--- src/rtl/mips_ctrl_pkg.sv ---
// Shared definitions for the multicycle MIPS control unit.
// Contents: state codes, supported opcodes, ALUOp / ALUSrcB / PCSrc
// encodings, the control-word struct produced by the output decoder, and
// a helper that tells whether an opcode is handled by the FSM.
package mips_ctrl_pkg;

  typedef enum logic [3:0] {
    S_FETCH    = 4'd0,
    S_DECODE   = 4'd1,
    S_MEMADR   = 4'd2,
    S_MEMRD    = 4'd3,
    S_MEMWB    = 4'd4,
    S_MEMWR    = 4'd5,
    S_EXECUTE  = 4'd6,
    S_ALUWB    = 4'd7,
    S_BRANCH   = 4'd8,
    S_ADDIEXEC = 4'd9,
    S_ADDIWB   = 4'd10,
    S_JUMP     = 4'd11
  } state_t;

  localparam logic [5:0] OP_RTYPE = 6'b000000;
  localparam logic [5:0] OP_J     = 6'b000010;
  localparam logic [5:0] OP_BEQ   = 6'b000100;
  localparam logic [5:0] OP_ADDI  = 6'b001000;
  localparam logic [5:0] OP_LW    = 6'b100011;
  localparam logic [5:0] OP_SW    = 6'b101011;

  localparam logic [1:0] ALUOP_ADD   = 2'b00;
  localparam logic [1:0] ALUOP_SUB   = 2'b01;
  localparam logic [1:0] ALUOP_FUNCT = 2'b10;

  localparam logic [1:0] SRCB_REG    = 2'b00;
  localparam logic [1:0] SRCB_FOUR   = 2'b01;
  localparam logic [1:0] SRCB_IMM    = 2'b10;
  localparam logic [1:0] SRCB_IMMSH2 = 2'b11;

  localparam logic [1:0] PCSRC_ALU    = 2'b00;
  localparam logic [1:0] PCSRC_ALUOUT = 2'b01;
  localparam logic [1:0] PCSRC_JUMP   = 2'b10;

  typedef struct packed {
    logic       mem_to_reg;
    logic       reg_dst;
    logic       i_or_d;
    logic       alu_src_a;
    logic       ir_write;
    logic       mem_write;
    logic       pc_write;
    logic       branch;
    logic       reg_write;
    logic [1:0] alu_src_b;
    logic [1:0] alu_op;
    logic [1:0] pc_src;
  } ctrl_t;

  function automatic logic is_supported(input logic [5:0] op);
    return (op == OP_LW) || (op == OP_SW) || (op == OP_RTYPE) ||
           (op == OP_BEQ) || (op == OP_ADDI) || (op == OP_J);
  endfunction

endpackage

--- src/rtl/ctrl_output_decode.sv ---
// Combinational Moore output decode: maps a state code to the full
// datapath control word. Anything a state does not mention stays 0.
//   state : state code to decode
//   ctrl  : control word (see ctrl_t)
module ctrl_output_decode
  import mips_ctrl_pkg::*;
(
  input  state_t state,
  output ctrl_t  ctrl
);

  always_comb begin
    ctrl = '0;
    case (state)
      S_FETCH: begin
        ctrl.alu_src_b = SRCB_FOUR;
        ctrl.alu_op    = ALUOP_ADD;
        ctrl.pc_src    = PCSRC_ALU;
        ctrl.ir_write  = 1'b1;
        ctrl.pc_write  = 1'b1;
      end
      S_DECODE: begin
        // Precompute branch target while registers are read.
        ctrl.alu_src_b = SRCB_IMMSH2;
        ctrl.alu_op    = ALUOP_ADD;
      end
      S_MEMADR, S_ADDIEXEC: begin
        ctrl.alu_src_a = 1'b1;
        ctrl.alu_src_b = SRCB_IMM;
        ctrl.alu_op    = ALUOP_ADD;
      end
      S_MEMRD: ctrl.i_or_d = 1'b1;
      S_MEMWR: begin
        ctrl.i_or_d    = 1'b1;
        ctrl.mem_write = 1'b1;
      end
      S_MEMWB: begin
        ctrl.mem_to_reg = 1'b1;
        ctrl.reg_write  = 1'b1;
      end
      S_EXECUTE: begin
        ctrl.alu_src_a = 1'b1;
        ctrl.alu_src_b = SRCB_REG;
        ctrl.alu_op    = ALUOP_FUNCT;
      end
      S_ALUWB: begin
        ctrl.reg_dst   = 1'b1;
        ctrl.reg_write = 1'b1;
      end
      S_ADDIWB: ctrl.reg_write = 1'b1;
      S_BRANCH: begin
        ctrl.alu_src_a = 1'b1;
        ctrl.alu_src_b = SRCB_REG;
        ctrl.alu_op    = ALUOP_SUB;
        ctrl.pc_src    = PCSRC_ALUOUT;
        ctrl.branch    = 1'b1;
      end
      S_JUMP: begin
        ctrl.pc_src   = PCSRC_JUMP;
        ctrl.pc_write = 1'b1;
      end
      default: ctrl = '0;
    endcase
  end

endmodule

--- src/rtl/multicycle_control_fsm.sv ---
// Multicycle MIPS control FSM (Moore). Holds the state register and the
// next-state logic; output decode lives in ctrl_output_decode.
//   Clk, Reset        : clock, synchronous active-high reset
//   Opcode            : instr[31:26] from the IR (stable after FETCH)
//   Zero              : ALU zero flag, qualifies Branch into PCEn
//   datapath controls : MemtoReg .. PCSrc, PCEn
//   State, Illegal    : debug state code; unsupported-opcode flag
module multicycle_control_fsm
  import mips_ctrl_pkg::*;
(
  input  logic       Clk,
  input  logic       Reset,
  input  logic [5:0] Opcode,
  input  logic       Zero,
  output logic       MemtoReg,
  output logic       RegDst,
  output logic       IorD,
  output logic       ALUSrcA,
  output logic       IRWrite,
  output logic       MemWrite,
  output logic       PCWrite,
  output logic       Branch,
  output logic       RegWrite,
  output logic [1:0] ALUSrcB,
  output logic [1:0] ALUOp,
  output logic [1:0] PCSrc,
  output logic       PCEn,
  output logic [3:0] State,
  output logic       Illegal
);

  state_t state_q, state_d;
  state_t dec_state;
  logic   illegal_q;
  ctrl_t  ctrl;

  always_ff @(posedge Clk) begin
    if (Reset) begin
      state_q   <= S_FETCH;
      illegal_q <= 1'b0;
    end else begin
      state_q   <= state_d;
      illegal_q <= (state_q == S_DECODE) && !is_supported(Opcode);
    end
  end

  always_comb begin
    state_d = S_FETCH;
    case (state_q)
      S_FETCH:  state_d = S_DECODE;
      S_DECODE: begin
        case (Opcode)
          OP_LW, OP_SW: state_d = S_MEMADR;
          OP_RTYPE:     state_d = S_EXECUTE;
          OP_BEQ:       state_d = S_BRANCH;
          OP_ADDI:      state_d = S_ADDIEXEC;
          OP_J:         state_d = S_JUMP;
          default:      state_d = S_FETCH;
        endcase
      end
      // IR still holds the lw/sw opcode here, so it selects the memory op.
      S_MEMADR:   state_d = (Opcode == OP_SW) ? S_MEMWR : S_MEMRD;
      S_MEMRD:    state_d = S_MEMWB;
      S_EXECUTE:  state_d = S_ALUWB;
      S_ADDIEXEC: state_d = S_ADDIWB;
      default:    state_d = S_FETCH;  // writebacks, branch, jump, codes 12-15
    endcase
  end

  // While in reset the non-enable outputs already look like FETCH, so the
  // datapath sees a clean PC+4 setup as reset releases.
  assign dec_state = Reset ? S_FETCH : state_q;

  ctrl_output_decode u_dec (
    .state (dec_state),
    .ctrl  (ctrl)
  );

  assign MemtoReg = ctrl.mem_to_reg;
  assign RegDst   = ctrl.reg_dst;
  assign IorD     = ctrl.i_or_d;
  assign ALUSrcA  = ctrl.alu_src_a;
  assign Branch   = ctrl.branch;
  assign ALUSrcB  = ctrl.alu_src_b;
  assign ALUOp    = ctrl.alu_op;
  assign PCSrc    = ctrl.pc_src;
  assign IRWrite  = ctrl.ir_write  & ~Reset;
  assign MemWrite = ctrl.mem_write & ~Reset;
  assign PCWrite  = ctrl.pc_write  & ~Reset;
  assign RegWrite = ctrl.reg_write & ~Reset;
  assign PCEn     = (ctrl.pc_write | (ctrl.branch & Zero)) & ~Reset;
  assign State    = state_q;
  assign Illegal  = illegal_q;

endmodule

--- config.mk ---
export PLATFORM = sky130hd
export DESIGN_NAME = multicycle_control_fsm
export DESIGN_NICKNAME = d
export VERILOG_FILES = /design/src/rtl/mips_ctrl_pkg.sv /design/src/rtl/ctrl_output_decode.sv /design/src/rtl/multicycle_control_fsm.sv
export SDC_FILE = /design/constraint.sdc
export NUM_CORES = 1
export LEC_CHECK = 0
export CORE_MARGIN = 5
export CORE_UTILIZATION = 25
export CTS_CLUSTER_DIAMETER = 50
export DETAILED_ROUTE_END_ITERATION = 16
export GPL_ROUTABILITY_DRIVEN = 1
export MAX_ROUTING_LAYER = met4
export PLACE_DENSITY = 0.66
export SYNTH_ARGS = -nofsm -noshare
export SYNTH_HDL_FRONTEND = slang
export SYNTH_HIERARCHICAL = 1
export SYNTH_SLANG_ARGS = --single-unit
--- constraint.sdc ---
create_clock -name Clk -period 1.82 [get_ports Clk]
set_input_delay 0.364 -clock Clk [delete_from_list [all_inputs] [get_ports Clk]]
set_output_delay 0.364 -clock Clk [all_outputs]
set_load 0.005 [all_outputs]
==> results.md <==
* Vias per cell at just under 5
* Top layer in use: met3
* ANT cells at 0
* M1 WL at around 890 um
* Slew @ Worst Pin at between 0.3 and 0.4 ns
* Violated checks: setup timing
* Number of global-route vias before repair at 760
* Worst path cell trace: nor2b_4, buf_6, buf_6, xor2_1, o22ai_1, nor2b_1, buf_2
* Commonest non-fill, non-tap cell in the layout: buf_4
* Critical Path Slowest Stage Cell: dfxtp_2
* Largest net degree at the start of global routing at 9
* Largest family of logic cells by synthesized area: simple AND/OR/NAND/NOR gates
* H-tree levels at 1
* Worst path buffer plus inverter count at 3
* Crit path kind: flip-flop to output pin
* Clk Latency, worst-skew pair at around 0.24 ns
* Power per Cell Area at about 350 nW/um2
* Routed len/inst at roughly 12 um
* Max Cap Viol at 0
* Cells after synthesis at 79
* Clock-pin slew on the worst setup and hold paths at roughly 0.05 ns
* Pleak at 0.449 nW
* Core area at 2000 um2
* Min Tclk post-route at roughly 1.9 ns
* Initial DRC Count at 20
* # DRC at 0
* Routed met3 length at ~110 um
* Critical Path End: RegWrite
* Setup violations, final at 3
* Commonest cells after routing, fill and taps aside: buf_4 (18), clkdlybuf4s50_1 (12), clkbuf_2 (8)
* Worst Setup SP: State[0]
* Worst R2R Setup Slack at slightly above 0.6 ns
* First-pass GRT wire length at approximately 3.2 mm
* Synth Net Count at 88
* Fin nets at roughly 140
* Row count at 16
* Worst EP required at 1.46 ns
* Die Wd at 56.1 um
* Count of pins over their slew limit at 0
* Final hold slack at ~0.57 ns
* Family with the most delay on the worst path: simple AND/OR/NAND/NOR gates
* TNS Setup at -0.0699 ns
* Clk root buf: clkbuf_4
* Area occupied by multi-input gates at 490 um2
* Post-synthesis mux area share at 0
* Worst VDD drop at 371 uV
* Final hold vios at 0
* Clk buf depth at 2
* Area growth, synth to finish at 108%
* Syn Area/Cell at approximately 6.7 um2
* Outcome: finished, violations left
* CP Depth at 7
* Drt first pass iters at 4
* Max incr delay on CP at 0.33 ns
* Setup crit end kind: output pin
* GRT Util Overall at 0.125
* Max Clock Skew at ~0.00062 ns
* Starting Density at 0.265
* Die H at between 50 and 60 um
* Simple-gate share of the synthesized area at 0.469
* Final WL at 1.95 mm
* Tcrit/Tclk final at 1.02
* Most used cell, CP: buf_6
* Routed Antenna Nets at 0
* Seq/Total Area, Yosys at 0.189
* Met2 WL at 951 um
* R2R cell count at 5
* CTS buffer count at 3
* PortBufs at 29
* Synth Warn # at 6
* Critical Path AT at 1.49 ns
* Placer Congestion at 0.779
* Seq cells post-synth at 5
* Top-area cell type share of the netlist area at 0.189
* Leading area contributor after synthesis: dfxtp_1
* Initial antenna violation count at 0
* Compound-cell area share of the yosys netlist at 0.215
* Seq. cell area at about 110 um2
* Netlist Area Pre-Place at between 500 and 600 um2
* Reg2reg end: State[2]
* Max Fclk at between 500 and 600 MHz
* Hold Path Class: input pin to flip-flop
* Routed vias at 764
* Post-Synth XOR/XNOR Area at 0.0660
* Die ar. at 3140 um2
* Hold bufs inserted after CTS at 0
* GRT overflow at 0
* IO Pins at 30
* Count of cell types in the netlist at 25
* Utilization after layout at 0.550
* Critical path launch point type: flip-flop
* FILL cells at ~190
* RSZ-0062 raised after global routing: yes
* Slew margin rel. at 0.764
* Layout cells sized above 1 at 0.485
* Post-DP HPWL at 1.39 mm
* CTS Sinks at 5
* CTS tree: built
* Final WS setup at -0.0369 ns
* FF-to-FF Start: State[0]
* Adder-cell share of the synthesized area at 0
* Largest cells by area after synthesis: dfxtp_1 (19%), a21oi_1 (8.5%), nor2b_1 (8.3%), nor3_1 (6.6%), nor2_1 (6.4%)
* CP max FO at 6
-- metrics by stage --
| stage | power (mW) | area, um2 | cells | setup WS, ns |
|---|---|---|---|---|
| 2_1_floorplan | 0.168 | 534 | 79 | 0.0198 |
| 3_3_place_gp | 0.234 | 976 | 148 | -0.773 |
| 3_5_place_dp | 0.236 | 976 | 148 | -0.793 |
| 4_1_cts | 0.380 | 1060 | 156 | -0.137 |
| 5_1_grt | 0.415 | 1100 | 159 | -0.117 |
| 6_report | 0.390 | 1100 | 159 | -0.0369 |
-- cells in the mapped netlist (all sizes together) --
master and count:
o21a 2, or3b 1, nor3 7, o22ai 1
o21ai 6, nand3 4, a311o 1, inv 1
nor4 3, xnor2 1, xor2 3, o21bai 1
dfxtp 5, nor2b 7, a21oi 9, buf 4
nor2 9, nand4b 2, or3 1, nand2 2
and3 1, nor3b 2, nand2b 5, clkbuf 1
-- worst min-delay path by stage --
| stage | from | depth (start not counted) | slack, ns | to |
|---|---|---|---|---|
| floorplan | State[0] | 1 | 0.49 | State[0] |
| global placement | State[0] | 2 | 0.56 | State[0] |
| detailed placement | State[0] | 2 | 0.57 | State[0] |
| CTS | Reset | 4 | 0.56 | State[3] |
| global route | Reset | 4 | 0.58 | State[3] |
| finish | Reset | 4 | 0.57 | State[3] |
-- metal layers --
| metal | track usage | up-vias |
|---|---|---|
| li1 | - | 394 |
| met1 | 0.130 | 344 |
| met2 | 0.230 | 26 |
| met3 | 0.0394 | 0 |
| met4 | 0.0203 | 0 |
| met5 | - | - |
-- sequential cells by signal (all words and copies together) (netlist names) --
name / flops
Illegal: 1
State: 4
-- power breakdown --
part | switching (mW) | leakage (nW) | internal (mW)
Sequential | 0.00210 | 0.0425 | 0.114
Combinational | 0.0600 | 0.391 | 0.0807
Clock | 0.0495 | 0.0150 | 0.0831
Total | 0.112 | 0.449 | 0.278
-- kinds of logic after synthesis --
kind of cell,after synthesis
AO/OA/AOI/OAI,20
XOR/XNOR,4
buffers and inverters,6
flip-flops,5
AND/OR/NAND/NOR,44
-- final cells by class --
class                      count  area share
clock buffer                   4      0.0239
timing repair buffer          54       0.401
sequential                     5      0.0955
tap                           27      0.0307
multi-input combinational     68       0.445
inverter                       1     0.00341
-- what timing repair did --
item	CTS	global route
resized for setup	56	31
pin swaps	2	5
setup endpoints to repair	16	14
buffers inserted	4	3
-- tightest hold or removal path: stages --
cell and delay, ns:
buf_4 0.11, buf_6 0.12, buf_4 0.11, nor4_1 0.05
Power figures use the tool's default switching activity.
